**src/rtl/instruction_fetch_if.sv**
```systemverilog
// I-cache read port between the fetch stage (master) and the instruction cache (slave).
interface instruction_fetch_if;
  logic        ICACHE_ren;
  logic [29:0] ICACHE_addr;
  logic [31:0] ICACHE_rdata;
  logic        ICACHE_stall;

  modport master (
    output ICACHE_ren,
    output ICACHE_addr,
    input  ICACHE_rdata,
    input  ICACHE_stall
  );

  modport slave (
    input  ICACHE_ren,
    input  ICACHE_addr,
    output ICACHE_rdata,
    output ICACHE_stall
  );
endinterface

```
**src/rtl/instruction_fetch.sv**
```systemverilog
// IF stage of the 5-stage RV32I pipeline: PC, I-cache read, static-target / 2-bit
// counter branch prediction, and mispredict redirect that survives I-cache misses.
module instruction_fetch #(
  parameter logic [31:0] RESET_PC = 32'h0000_0000,
  parameter logic [31:0] NOP_INST = 32'h0000_0013,
  parameter logic [1:0]  CNT_INIT = 2'b01
) (
  input  logic                       clk,
  input  logic                       rst,
  instruction_fetch_if.master        icache,
  input  logic                       memory_stall,
  input  logic                       hazard_stall,
  input  logic                       branch_resolved,
  input  logic                       branch_taken,
  input  logic                       mispredict,
  input  logic [31:0]                branch_target,
  output logic [31:0]                instruction_1,
  output logic [31:0]                PC_1,
  output logic                       prev_taken_1,
  output logic                       flush
);

  typedef enum logic [0:0] {
    ST_NORMAL        = 1'b0,
    ST_REDIRECT_WAIT = 1'b1
  } state_t;

  localparam logic [6:0] OP_BRANCH = 7'b1100011;
  localparam logic [6:0] OP_JAL    = 7'b1101111;

  function automatic logic [31:0] f_b_imm(input logic [31:0] w);
    return {{19{w[31]}}, w[31], w[7], w[30:25], w[11:8], 1'b0};
  endfunction

  function automatic logic [31:0] f_j_imm(input logic [31:0] w);
    return {{11{w[31]}}, w[31], w[19:12], w[20], w[30:21], 1'b0};
  endfunction

  state_t      r_state;
  logic [31:0] r_pc;
  logic [31:0] r_pending_pc;
  logic [1:0]  r_cnt;

  logic        w_redirect;
  logic        w_adv;
  logic        w_pred_taken;
  logic [31:0] w_next_pc;
  logic [6:0]  w_opcode;

  assign icache.ICACHE_ren  = ~rst;
  assign icache.ICACHE_addr = r_pc[31:2];
  assign w_opcode           = icache.ICACHE_rdata[6:0];
  assign w_redirect         = mispredict & ~memory_stall;
  assign flush              = w_redirect;
  assign w_adv              = ~icache.ICACHE_stall & ~memory_stall & ~hazard_stall & ~w_redirect;

  // Predecode the returned word; the counter read here is the pre-update value.
  always_comb begin
    w_pred_taken = 1'b0;
    w_next_pc    = r_pc + 32'd4;
    case (w_opcode)
      OP_BRANCH: begin
        if (r_cnt[1]) begin
          w_pred_taken = 1'b1;
          w_next_pc    = r_pc + f_b_imm(icache.ICACHE_rdata);
        end else begin
          w_pred_taken = 1'b0;
          w_next_pc    = r_pc + 32'd4;
        end
      end
      OP_JAL: begin
        w_pred_taken = 1'b1;
        w_next_pc    = r_pc + f_j_imm(icache.ICACHE_rdata);
      end
      default: begin
        w_pred_taken = 1'b0;
        w_next_pc    = r_pc + 32'd4;
      end
    endcase
  end

  // PC, IF/ID register, predictor counter and redirect FSM; memory_stall freezes everything.
  always_ff @(posedge clk or posedge rst) begin
    if (rst) begin
      r_pc          <= RESET_PC;
      r_pending_pc  <= 32'h0000_0000;
      r_cnt         <= CNT_INIT;
      r_state       <= ST_NORMAL;
      instruction_1 <= NOP_INST;
      PC_1          <= 32'h0000_0000;
      prev_taken_1  <= 1'b0;
    end else if (!memory_stall) begin
      if (branch_resolved) begin
        if (branch_taken) begin
          r_cnt <= (r_cnt == 2'b11) ? 2'b11 : r_cnt + 2'd1;
        end else begin
          r_cnt <= (r_cnt == 2'b00) ? 2'b00 : r_cnt - 2'd1;
        end
      end
      case (r_state)
        ST_NORMAL: begin
          if (w_redirect) begin
            instruction_1 <= NOP_INST;
            prev_taken_1  <= 1'b0;
            if (!icache.ICACHE_stall) begin
              r_pc <= branch_target;
            end else begin
              // The miss in flight belongs to the wrong path; remember where to go.
              r_pending_pc <= branch_target;
              r_state      <= ST_REDIRECT_WAIT;
            end
          end else if (w_adv) begin
            instruction_1 <= icache.ICACHE_rdata;
            PC_1          <= r_pc;
            prev_taken_1  <= w_pred_taken;
            r_pc          <= w_next_pc;
          end
        end
        ST_REDIRECT_WAIT: begin
          instruction_1 <= NOP_INST;
          prev_taken_1  <= 1'b0;
          if (!icache.ICACHE_stall) begin
            r_pc    <= w_redirect ? branch_target : r_pending_pc;
            r_state <= ST_NORMAL;
          end else if (w_redirect) begin
            r_pending_pc <= branch_target;
          end
        end
        default: begin
          r_state <= ST_NORMAL;
        end
      endcase
    end
  end

endmodule

```
**src/flat_wrapper.sv**
```systemverilog
// flat-port wrapper written by rule: the top's interface ports become plain ports
module instruction_fetch_flat 
#(
  parameter logic [31:0] RESET_PC = 32'h0000_0000,
  parameter logic [31:0] NOP_INST = 32'h0000_0013,
  parameter logic [1:0]  CNT_INIT = 2'b01
)
  (clk, rst, memory_stall, hazard_stall, branch_resolved, branch_taken, mispredict, branch_target, instruction_1, PC_1, prev_taken_1, flush, icache_ICACHE_ren, icache_ICACHE_addr, icache_ICACHE_rdata, icache_ICACHE_stall);
  instruction_fetch_if icache_i ();
  input  logic clk;
  input  logic rst;
  input  logic memory_stall;
  input  logic hazard_stall;
  input  logic branch_resolved;
  input  logic branch_taken;
  input  logic mispredict;
  input  logic [31:0] branch_target;
  output logic [31:0] instruction_1;
  output logic [31:0] PC_1;
  output logic prev_taken_1;
  output logic flush;
  output wire logic [$bits(icache_i.ICACHE_ren)-1:0] icache_ICACHE_ren;
  output wire logic [$bits(icache_i.ICACHE_addr)-1:0] icache_ICACHE_addr;
  input wire logic [$bits(icache_i.ICACHE_rdata)-1:0] icache_ICACHE_rdata;
  input wire logic [$bits(icache_i.ICACHE_stall)-1:0] icache_ICACHE_stall;
  assign icache_ICACHE_ren = icache_i.ICACHE_ren;
  assign icache_ICACHE_addr = icache_i.ICACHE_addr;
  assign icache_i.ICACHE_rdata = icache_ICACHE_rdata;
  assign icache_i.ICACHE_stall = icache_ICACHE_stall;
  instruction_fetch #(.RESET_PC(RESET_PC), .NOP_INST(NOP_INST), .CNT_INIT(CNT_INIT)) u_core (.clk(clk), .rst(rst), .icache(icache_i), .memory_stall(memory_stall), .hazard_stall(hazard_stall), .branch_resolved(branch_resolved), .branch_taken(branch_taken), .mispredict(mispredict), .branch_target(branch_target), .instruction_1(instruction_1), .PC_1(PC_1), .prev_taken_1(prev_taken_1), .flush(flush));
endmodule
```
**config.mk**
```make
export PLATFORM = sky130hd
export DESIGN_NAME = instruction_fetch_flat
export DESIGN_NICKNAME = d
export VERILOG_FILES = /design/src/rtl/instruction_fetch_if.sv /design/src/rtl/instruction_fetch.sv /design/src/flat_wrapper.sv
export SDC_FILE = /design/constraint.sdc
export NUM_CORES = 1
export LEC_CHECK = 0
export ABC_AREA = 1
export BUFFER_PORTS_ARGS = -buffer_cell sky130_fd_sc_hd__clkbuf_2
export CELL_PAD_IN_SITES_DETAIL_PLACEMENT = 0
export CELL_PAD_IN_SITES_GLOBAL_PLACEMENT = 2
export CORE_ASPECT_RATIO = 1.2
export CORE_MARGIN = 8
export CORE_UTILIZATION = 34
export CTS_CLUSTER_SIZE = 40
export DETAILED_ROUTE_END_ITERATION = 12
export PLACE_DENSITY_LB_ADDON = 0.2
export SLEW_MARGIN = 40
export SYNTH_ARGS = -nofsm -noshare
export SYNTH_HDL_FRONTEND = slang
export SYNTH_SLANG_ARGS = --single-unit
```
**constraint.sdc**
```tcl
create_clock -name clk -period 6.95 [get_ports clk]
set_input_delay 1.0425 -clock clk [delete_from_list [all_inputs] [get_ports clk]]
set_output_delay 1.0425 -clock clk [all_outputs]
set_load 0.01 [all_outputs]
```
# After elaboration in Yosys (flattened, before gate mapping)
# Index checks and enable logic that the tools add are counted.
# word_totals
input_bits	72
ff_bits	132
word_cells	63
# classes
n_reduce_logical	6
muxes	26
addsub	5
n_eq_ne	9
n_bitwise	10
# op_table
op	n
32-bit 2-to-1 mux	11
32-bit one-hot mux with 2 select lines	4
32-bit adder	2
32-bit by 3-bit adder with 32-bit output, second input constant	1
7-bit equality test, second input constant	2
4-bit AND reduction	3
2-bit 2-to-1 mux	3
2-bit inequality test, second input constant	3
1-bit NOT	6
1-bit one-hot mux with 2 select lines	3
1-bit 2-to-1 mux	5
1-bit AND	4
2-bit AND reduction	2
3-bit by 1-bit inequality test with 1-bit output, second input constant	1
3-bit inequality test, second input constant	1
2-bit by 1-bit adder with 2-bit output, second input constant	1
2-bit equality test, second input constant	1
2-bit logical NOT	1
2-bit by 1-bit inequality test with 1-bit output, second input constant	1
2-bit by 1-bit subtractor with 2-bit output, second input constant	1

# Longest topological paths before layout
# Gate-level depths: netlist of the first run.
# logic_depth
word_depth	7
ltp_mapped	18

# Least setup slack after synthesis of the first run
# No wires, ideal clock.
# synth_path
path_kind	input to output
from	input rst
to	output icache_ICACHE_ren
setup_slack_ns	2.098
arrival_time_ns	3.809
n_path_buf	0
required_time_ns	5.907
path_stages	1
cell_sequence	inv_1
# synth_between
elab_chain_cells	1
# synth_lines
element	line_no	text
start, declared	flat_wrapper.sv:11	input logic rst;
1-bit NOT	instruction_fetch.sv:50	assign icache.ICACHE_ren = ~rst;
end, declared	flat_wrapper.sv:22	output wire logic [$bits(icache_i.ICACHE_ren)-1:0] icache_ICACHE_ren;
# No other way between the ends.

# Worst setup path after layout of the first run
# layout_path
from	input memory_stall
to	register u_core.r_pc[30]
# layout_between
elab_chain_cells	6
word_cells_on_any_way	13
cone_classes	2 x eq/ne; 4 x mux; 6 x bitwise; 1 x reduce/logical
# layout_lines
element	line_no	text
start, declared	flat_wrapper.sv:12	input logic memory_stall;
1-bit NOT (no source line) *	-	
1-bit AND, on equally long branches	instruction_fetch.sv:55, instruction_fetch.sv:53	
1-bit AND or 1-bit NOT (tied branches)	-	
1-bit AND	instruction_fetch.sv:55	assign w_adv = ~icache.ICACHE_stall & ~memory_stall & ~hazard_stall & ~w_redirect;
3-bit by 1-bit inequality test with 1-bit output (no source line)	-	
4-bit AND reduction (no source line)	-	
end signal, assigned	instruction_fetch.sv:106	r_pc <= branch_target;
end signal, assigned	instruction_fetch.sv:116	r_pc <= w_next_pc;
end signal, assigned	instruction_fetch.sv:123	r_pc <= w_redirect ? branch_target : r_pending_pc;
end, declared	instruction_fetch.sv:40	logic [31:0] r_pc;
# Every way passes the cells marked *; elsewhere a longest branch is shown, timed or not. The select of a mux whose other input is x is not followed.
# A chain may end at the register's enable or synchronous reset.

==> run metrics, run 1 <==
Avg Cell Area, Syn=6.85 µm²; PortBufs=~170; Clk pin slew, worst setup/hold paths=approximately 0.060 ns; Final #Nets=between 1500 and 2000; proportion of layout cells with a drive suffix above 1=0.165; top cell type's share of synthesized area=0.309; 1st-iter DRT viols=about 790; Setup Viol. Count Final=0; syn nets=between 1500 and 2000; Hold-fix buffers, CTS=0; Slew HR=0.476; peak supply drop=0.153 mV; largest family of logic cells by synthesized area=simple AND/OR/NAND/NOR gates; non-filler cells, final=2043; Crit Path Class=in2reg; FF+latch count, synth=132; final cycle utilization of the critical path=0.517; critical path data arrival time=about 4.0 ns; post-synth cell types=56; first-pass GRT wire length=between 60000 and 70000 µm; synth warn=0; Layout Utilization=0.395; vias=~11000; clock skew=0.0108 ns; min Tclk post-route=approximately 3.6 ns; crit path max fanout=38; Synth area leader=dfrtp_1; routability congestion estimate=0.943; predominant post-synthesis flop cell=dfrtp_1; unrepaired setup endpoints after global routing=false; Residual DRC=0; total setup buffers inserted after CTS=0; Antenna Cells=0; Die Area=between 30000 and 40000 µm²; EDFF count, synth=0; pin count of the biggest net entering global routing=67; most frequent cells after synthesis=nand2_1, inv_1, nand3_1, dfrtp_1, nor2_1; CTS Root Cell=clkbuf_16; final total power=0.00404 W; GR Overflow Total=0; CP Data Required Time=7.31 ns; adder-cell area share of the yosys netlist=0.0570; global-route usage over all layers=0.235; Async S/R FF share, synth=1.00; simple-gate share of the synthesized area=0.324; num rows=70; H-tree depth=4; hold crit path type=reg2reg; pin slew with the least headroom to its limit=between 0.7 and 0.8 ns; Synth Area in Compound Gates=0.170; count leader, synth=nand2_1; leakage=6.12 nW; post-route ant nets=0; CTS tree=yes; power density cells=~340 nW/µm²; sequential fraction of the synthesis area=0.319; Post-Syn Instances=1513; Core Area=around 30000 µm²; chip width=between 150 and 200 µm; initial antenna violation count=0; Mapped Area=10400 µm²; Max Clk Rate=0.278 GHz; Die Ht=207 µm; DRT Pass-1 Iters=5; status=completed; critical path capture point type=flop; DP Cell Count=2011; CTS Buffer Depth=2; clk_lat worst skew=0.43 ns; vias in the first global route=10700; MaxCap Viol Count=0; Setup Total Neg Slack=0 ns; Post-DP HPWL=between 30000 and 40000 µm; # clock sinks=132; WL/cell=21.2 µm; Starting Density=0.343; CTS buffer count=17; Post-Synth XOR/XNOR Area=0.00760; ranking of synthesized cells by area=dfrtp_1, nand2_1, nand3_1; Vias/cell=5.29; Resized cells post-CTS=0; Startpoint Class=input pin; Area Growth Syn to Fin=15.1%; mux cell area share after synthesis=0.0185; Detailed Route WL=43200 µm; I/O pins=169; fill count=3305; Hold Vio Cnt, Final=0; Slew Viols, Final=0
-- state kept, by name, summed over array words and instances (netlist names) --
signal,count
u_core.r_pending_pc,32
u_core.r_pc,32
u_core.r_state,1
u_core.r_cnt,2
u_core.prev_taken_1,1
u_core.instruction_1,32
u_core.PC_1,32
-- path summary, 6_finish.rpt --
kind	startpoint	to	slack, ns	cells after the start
worst max-delay path	memory_stall	u_core.r_pc[30]$_DFFE_PP0P_	3.36	12
worst min-delay path	u_core.PC_1[4]$_DFFE_PP0P_	u_core.PC_1[4]$_DFFE_PP0P_	0.47	2
worst max register to register	u_core.r_state$_DFFE_PP0N_	u_core.r_pc[30]$_DFFE_PP0P_	3.66	10
worst min register to register	u_core.PC_1[4]$_DFFE_PP0P_	u_core.PC_1[4]$_DFFE_PP0P_	0.47	2
max in group asynchronous	rst	u_core.instruction_1[16]$_DFFE_PP0P_	4.72	4
min in group asynchronous	rst	u_core.PC_1[11]$_DFFE_PP0P_	0.61	2
-- cells in the final DEF, fill, tap and decap left out, types with 4 or more instances in the layout --
| cell | n |
|---|---|
| a21oi_1 | 94 |
| a221oi_1 | 13 |
| a22o_1 | 28 |
| a22oi_1 | 8 |
| a311oi_1 | 4 |
| a41oi_1 | 4 |
| buf_4 | 6 |
| clkbuf_1 | 7 |
| clkbuf_16 | 17 |
| clkbuf_2 | 168 |
| dfrtp_1 | 128 |
| dfstp_2 | 4 |
| ha_1 | 44 |
| inv_1 | 158 |
| inv_2 | 14 |
| mux2_2 | 17 |
| nand2_1 | 421 |
| nand2_2 | 6 |
| nand3_1 | 133 |
| nand3b_1 | 10 |
| nand4_1 | 21 |
| nor2_1 | 118 |
| nor2_4 | 5 |
| nor3_1 | 26 |
| nor3_2 | 6 |
| o211ai_1 | 11 |
| o21ai_0 | 97 |
| o21ai_1 | 15 |
| o21bai_1 | 4 |
| xor2_1 | 7 |
-- area by class of cell --
cell class	instances	area, µm²	share of cell area
Timing Repair Buffer	174	886	0.0743
Multi-Input combinational cell	1133	5990	0.502
Sequential cell	132	3310	0.277
Clock buffer	24	452	0.0379
Inverter	176	669	0.0561
Tap cell	396	495	0.0415
Clock inverter	8	129	0.0108
-- cells by family after synthesis --
logic type,after synthesis
AOI/OAI and AO/OA,295
xor gates and xnor gates,9
adders and majority gates,46
buffers and inverters,248
DFF,132
muxes,17
and+or+nand+nor,766
-- routing by layer --
layer / wire length, µm / global-route usage / share of wire
met3: 2430 / 0.0417 / 0.056
met2: 20500 / 0.387 / 0.47
met5: 0 / 0 / 0
met4: 967 / 0.0644 / 0.022
met1: 19400 / 0.310 / 0.45
-- power breakdown --
part | leakage (nW) | switching, W | internal, W | total, W
logic | 4.23 | 0.00130 | 0.000619 | 0.00192
registers | 1.62 | 0.000246 | 0.000948 | 0.00119
clock network | 0.277 | 0.000359 | 0.000566 | 0.000925
total | 6.12 | 0.00191 | 0.00213 | 0.00404
-- stage by stage --
step                      instance area (µm²)  hold slack, ns  setup slack, ns
after global placement                  11300           0.457             3.15
after global routing                    11900           0.497             3.10
after detailed placement                11300           0.462             3.09
final                                   11900           0.473             3.36
after floorplan                         10400           0.442             2.10
after CTS                               11900           0.477             3.41
-- critical path, stage by stage --
cell and delay, ns:
clkbuf_2 0.09, inv_2 0.06, nand2_2 0.46, nand2_4 0.24, nand2_1 0.15, nor2_1 0.08
nor2_2 0.08, buf_4 0.38, clkinv_1 0.74, o211ai_1 0.36, a21oi_1 0.08, a21oi_1 0.14
No activity file was read; power rests on OpenSTA's default activity.
==> inputs of run 2 (changes only) <==
- CORE_UTILIZATION: 34 -> 32
- clock period: 6.95 -> 3.75 ns (I/O delays scaled with it)
==> run 2 against run 1 <==
  * Worst hold slack worse by 0.20 ns
  * Count of clock-buffer cells in the layout down 5
  * Sequential share of layout area down 0.36 points
  * Combinational power up 89%
  * Via count up 0.58%
  * Global-route usage down 0.59 points
  * Routed wire length up 3.3%
  * Clock skew about the same
==> run metrics, run 2 (same netlist as run 1, synthesis figures left out) <==
CTS tree=yes; R2R setup slack=0.87 ns; Final #Nets=1770; 1st-iter DRT viols=771; hold crit path type=in2async; min Tclk post-route=3.00 ns; Die Ht=213 µm; Hold Vio Cnt, Final=0; chip width=around 180 µm; vias in the first global route=10600; met1 WL=20200 µm; Max Clk Rate=between 0.3 and 0.4 GHz; Clk pin slew, worst setup/hold paths=0.07 ns; # clock sinks=132; cell internal pwr=0.00386 W; Worst Path Buf+Inv=3; routability congestion estimate=0.935; CTS Buffer Depth=2; fill count=3513; post-route ant nets=0; H-tree depth=4; final cycle utilization of the critical path=0.800; global-route usage over all layers=0.229; Slew Viols, Final=0; CP peak stage delay=0.45 ns; CTS buffer count=17; status=completed; Clock power frac=0.221; Worst R2R Path Depth=12; Die Area=between 30000 and 40000 µm²; Post-DP HPWL=36200 µm; r2r endpoint=u_core.r_pc[22]$_DFFE_PP0P_; Psw=0.00360 W; met3 WL post-DR=2480 µm; crit path max fanout=16; CTS Root Cell=clkbuf_16; Core Area=32100 µm²; DRT Pass-1 Iters=5; Residual DRC=0; critical path capture point type=flop; Logic pwr share=0.485; CP Cell Sequence=clkbuf_2, buf_4, ha_1, nand2_1, nor2_1, inv_1, nor2_1, nand4_1, nand3_1, nand2_1, nand3_1, nand3_1, nand2_1, a21oi_1; area of the multi-input gates=5990 µm²; Vias/cell=5.24; power density cells=617 nW/µm²; critical path data arrival time=3.31 ns; sequential standard cell area=approximately 3300 µm²; leakage=a little over 6 nW; unrepaired setup endpoints after global routing=false; clock skew=around 0.011 ns; Setup Total Neg Slack=0 ns; Resized cells post-CTS=0; Top Layer Used=met4; worst setup margin=0.750 ns; CP Data Required Time=just over 4 ns; I/O pins=169; Antenna Cells=0; initial antenna violation count=0; DP Worst Slack=0.322 ns; PortBufs=168; MaxCap Viol Count=0; metal2 WL=21100 µm; Area Growth Syn to Fin=16.6%; Slew HR=0.449; critical path depth=14; Starting Density=0.323; part of the power in registers=0.294; Hold-fix buffers, CTS=0; most frequent cells in the layout=nand2_1, clkbuf_2, inv_1; pin count of the biggest net entering global routing=133; vias=10900; Critical-path top delay cell=ha_1; total setup buffers inserted after CTS=0; reg2reg start=u_core.r_pc[20]$_DFFE_PP0P_; commonest non-fill, non-tap cell in the layout=nand2_1; Sw Ratio=0.482; first-pass GRT wire length=66700 µm; Startpoint Class=input pin; crit-path leading delay family=simple AND/OR/NAND/NOR gates; peak supply drop=~0.23 mV; Detailed Route WL=44700 µm; WL/cell=21.6 µm; clk_lat worst skew=0.43 ns; Crit Path Class=in2reg; pin slew with the least headroom to its limit=0.825 ns; proportion of layout cells with a drive suffix above 1=0.175; Setup Viol. Count Final=0; GR Overflow Total=0; num rows=72
run 2: changes by cell type in the layout (fill, tap and decap cells not counted), sizes merged:
cell / change
clkbuf: -5
clkinvlp: +3
buf: +18
bufinv: -2
inv: +4
run 2: layout make-up:
type,count,share of cell area
Clock buffer,19,0.0358
Clock inverter,13,0.0102
Inverter,176,0.0553
Multi-Input combinational cell,1133,0.496
Sequential cell,132,0.274
Tap cell,407,0.0421
Timing Repair Buffer,192,0.0872
run 2: through the flow:
stage	hold WS (ns)	area [µm²]	utilization	power, W	cells
3_3_place_gp	0.458	11500	0.359	0.00583	2039
5_1_grt	0.326	12100	0.377	0.00801	2072
4_1_cts	0.324	12100	0.376	0.00748	2071
3_5_place_dp	0.458	11500	0.359	0.00581	2039
6_report	0.268	12100	0.377	0.00746	2072
2_1_floorplan	0.442	10400	-	0.00451	1513
run 2: metal layers:
metal  GRT usage  vias up
li1            -     5323
met1       0.300     5140
met2       0.378      354
met3      0.0415       45
met4      0.0691        0
met5           0        -
run 2: worst max-delay path by stage:
stage	start	slack, ns	endpoint
2_1_floorplan	rst	0.99	icache_ICACHE_ren
3_3_place_gp	icache_ICACHE_rdata[31]	0.31	u_core.r_pc[22]$_DFFE_PP0P_
3_5_place_dp	icache_ICACHE_rdata[31]	0.32	u_core.r_pc[22]$_DFFE_PP0P_
4_1_cts	icache_ICACHE_rdata[31]	0.77	u_core.r_pc[22]$_DFFE_PP0P_
5_1_grt	icache_ICACHE_rdata[31]	0.63	u_core.r_pc[22]$_DFFE_PP0P_
6_report	icache_ICACHE_rdata[31]	0.75	u_core.r_pc[22]$_DFFE_PP0P_
run 2: worst min-delay path, cell delays in order:
cell        delay, ns
clkbuf_2         0.10
clkinvlp_4       0.14
buf_12           0.31
run 2: power by group through the flow:
stage / clock (W) / combinational, W / sequential, W
after floorplan: 0 / 0.00240 / 0.00211
after global placement: 0 / 0.00363 / 0.00220
after detailed placement: 0 / 0.00361 / 0.00220
after CTS: 0.00168 / 0.00362 / 0.00218
after global routing: 0.00175 / 0.00403 / 0.00223
final: 0.00165 / 0.00362 / 0.00219
==> inputs of run 3 (changes only) <==
- clock period: 3.75 -> 2.9 ns (I/O delays scaled with it)
==> run 3 against run 2 <==
  * Sequential power up 21%
  * Utilization grew 1.4 points
  * Power is 36% higher
  * Sequential share of layout area fell by 1.0 points
  * Count of clock-buffer cells in the layout is 1 higher
  * Combinational power grew 42%
  * Clock power rose by 41%
  * Worst hold slack worse by 0.067 ns
  * Final cell count up 2.4%
  * Clock skew fell by 0.0017 ns
  * Critical path type is now reg2reg
  * Largest cell class unchanged
  * Largest power group unchanged
==> run metrics, run 3 (same netlist as run 1, synthesis figures left out) <==
H-tree depth=4; I/O pins=169; 1st-iter DRT viols=approximately 740; Area Growth Syn to Fin=21.0%; Starting Density=0.323; pin slew with the least headroom to its limit=0.596 ns; commonest non-fill, non-tap cell in the layout=nand2_1; Layout Utilization=0.391; worst setup margin=0.109 ns; chip width=180 µm; DRT Pass-1 Iters=5; vias in the first global route=10900; Vias/cell=5.21; clk_lat worst skew=0.43 ns; # clock sinks=132; Residual DRC=0; MaxCap Viol Count=0; sequential standard cell area=about 3300 µm²; Detailed Route WL=45000 µm; proportion of layout cells with a drive suffix above 1=0.200; pin count of the biggest net entering global routing=56; hold crit path type=in2reg; CTS buffer count=17; PortBufs=approximately 170; num rows=slightly above 70; most frequent cells in the layout=nand2_1, clkbuf_2, inv_1; min Tclk post-route=2.79 ns; clock skew=just under 0.009 ns; Post-DP HPWL=36800 µm; Final #Nets=roughly 1800; crit path max fanout=5; vias=between 10000 and 15000; initial antenna violation count=0; first-pass GRT wire length=approximately 67000 µm; Antenna Cells=0; DP Worst Slack=-0.0874 ns; Startpoint Class=flop; CP Cell Sequence=buf_4, ha_1, nand2_1, nor2_1, inv_1, nor2_2, nand3_1, nand3_1, nand2_1, nand3_1, nand2_1, o21ai_1, a21oi_1; Core Area=between 30000 and 40000 µm²; CTS tree=yes; peak supply drop=~0.34 mV; fill count=3517; critical path capture point type=flop; Setup Viol. Count Final=0; Setup Total Neg Slack=0 ns; Clk pin slew, worst setup/hold paths=0.06 ns; power density cells=808 nW/µm²; Hold Vio Cnt, Final=0; Die Area=slightly below 40000 µm²; area of the multi-input gates=5990 µm²; global-route usage over all layers=0.230; Hold WS=0.201 ns; Slew HR=0.602; CTS Buffer Depth=2; status=completed; critical path data arrival time=approximately 3.1 ns; Slew Viols, Final=0; leakage=6.49 nW; CP Data Required Time=3.22 ns; WL/cell=21.2 µm; final total power=0.0101 W; final cycle utilization of the critical path=0.962; Die Ht=213 µm; Crit Path Class=reg2reg; CP peak stage delay=0.51 ns; routability congestion estimate=roughly 0.9; Critical-path top delay cell=dfrtp_1; post-route ant nets=0; CTS Root Cell=clkbuf_16; Max Clk Rate=0.358 GHz; GR Overflow Total=0
[run 3: cell count changes in the layout (fill, tap and decap cells not counted), sizes merged]
| cell | delta |
|---|---|
| dlygate4sd3 | +1 |
| bufinv | +2 |
| buf | +49 |
| inv | -3 |
| clkbuf | +1 |
[run 3: layer usage]
| metal | wire length, µm | track usage |
|---|---|---|
| met1 | 20800 | 0.309 |
| met2 | 21000 | 0.381 |
| met3 | 2040 | 0.0303 |
| met4 | 1150 | 0.0733 |
| met5 | 0 | 0 |
[run 3: area by class of cell]
class / instances / share of cell area
clock buffers: 20 / 0.0364
clock inverters: 12 / 0.0123
flip-flops and latches: 132 / 0.264
repair buffers: 242 / 0.116
inverters: 176 / 0.0530
multi-input cells: 1133 / 0.478
well taps: 407 / 0.0406
[run 3: worst max-delay path, delay by kind of cell (launching register included)]
kind | cells | cell delay [ns]
buffers and inverters | 2 | 0.36
adders and majority gates | 1 | 0.35
DFF | 1 | 0.51
and+or+nand+nor | 8 | 1.23
AOI/OAI and AO/OA | 2 | 0.22
[run 3: what timing repair did]
item,in CTS,in global routing
resized for setup,0,1
hold buffers,1,0
setup buffers,0,0
endpoints found under the setup margin,0,1
hold endpoints to repair,2,0
[run 3: report_power, final]
part           internal, W  total (W)  switching [W]
clock network      0.00140    0.00233       0.000928
logic              0.00178    0.00515        0.00337
registers          0.00228    0.00266       0.000387
[run 3: stage by stage]
stage               cell area [µm²]  std cells
floorplan                     10400       1513
global placement              11900       2089
detailed placement            11900       2089
CTS                           12500       2122
global route                  12500       2122
finish                        12500       2122
[run 3: worst paths after layout]
kind	startpoint	to	slack (ns)	cells past startpoint
min	icache_ICACHE_rdata[4]	u_core.instruction_1[4]$_DFFE_PP1P_	0.20	3
max	u_core.r_pc[13]$_DFFE_PP0P_	u_core.r_pc[18]$_DFFE_PP0P_	0.11	13
max reg2reg	u_core.r_pc[13]$_DFFE_PP0P_	u_core.r_pc[18]$_DFFE_PP0P_	0.11	13
max in group asynchronous	rst	u_core.r_pc[22]$_DFFE_PP0P_	1.63	4
min reg2reg	u_core.PC_1[2]$_DFFE_PP0P_	u_core.PC_1[2]$_DFFE_PP0P_	0.48	2
min in group asynchronous	rst	u_core.r_pending_pc[3]$_DFFE_PP0P_	0.46	3
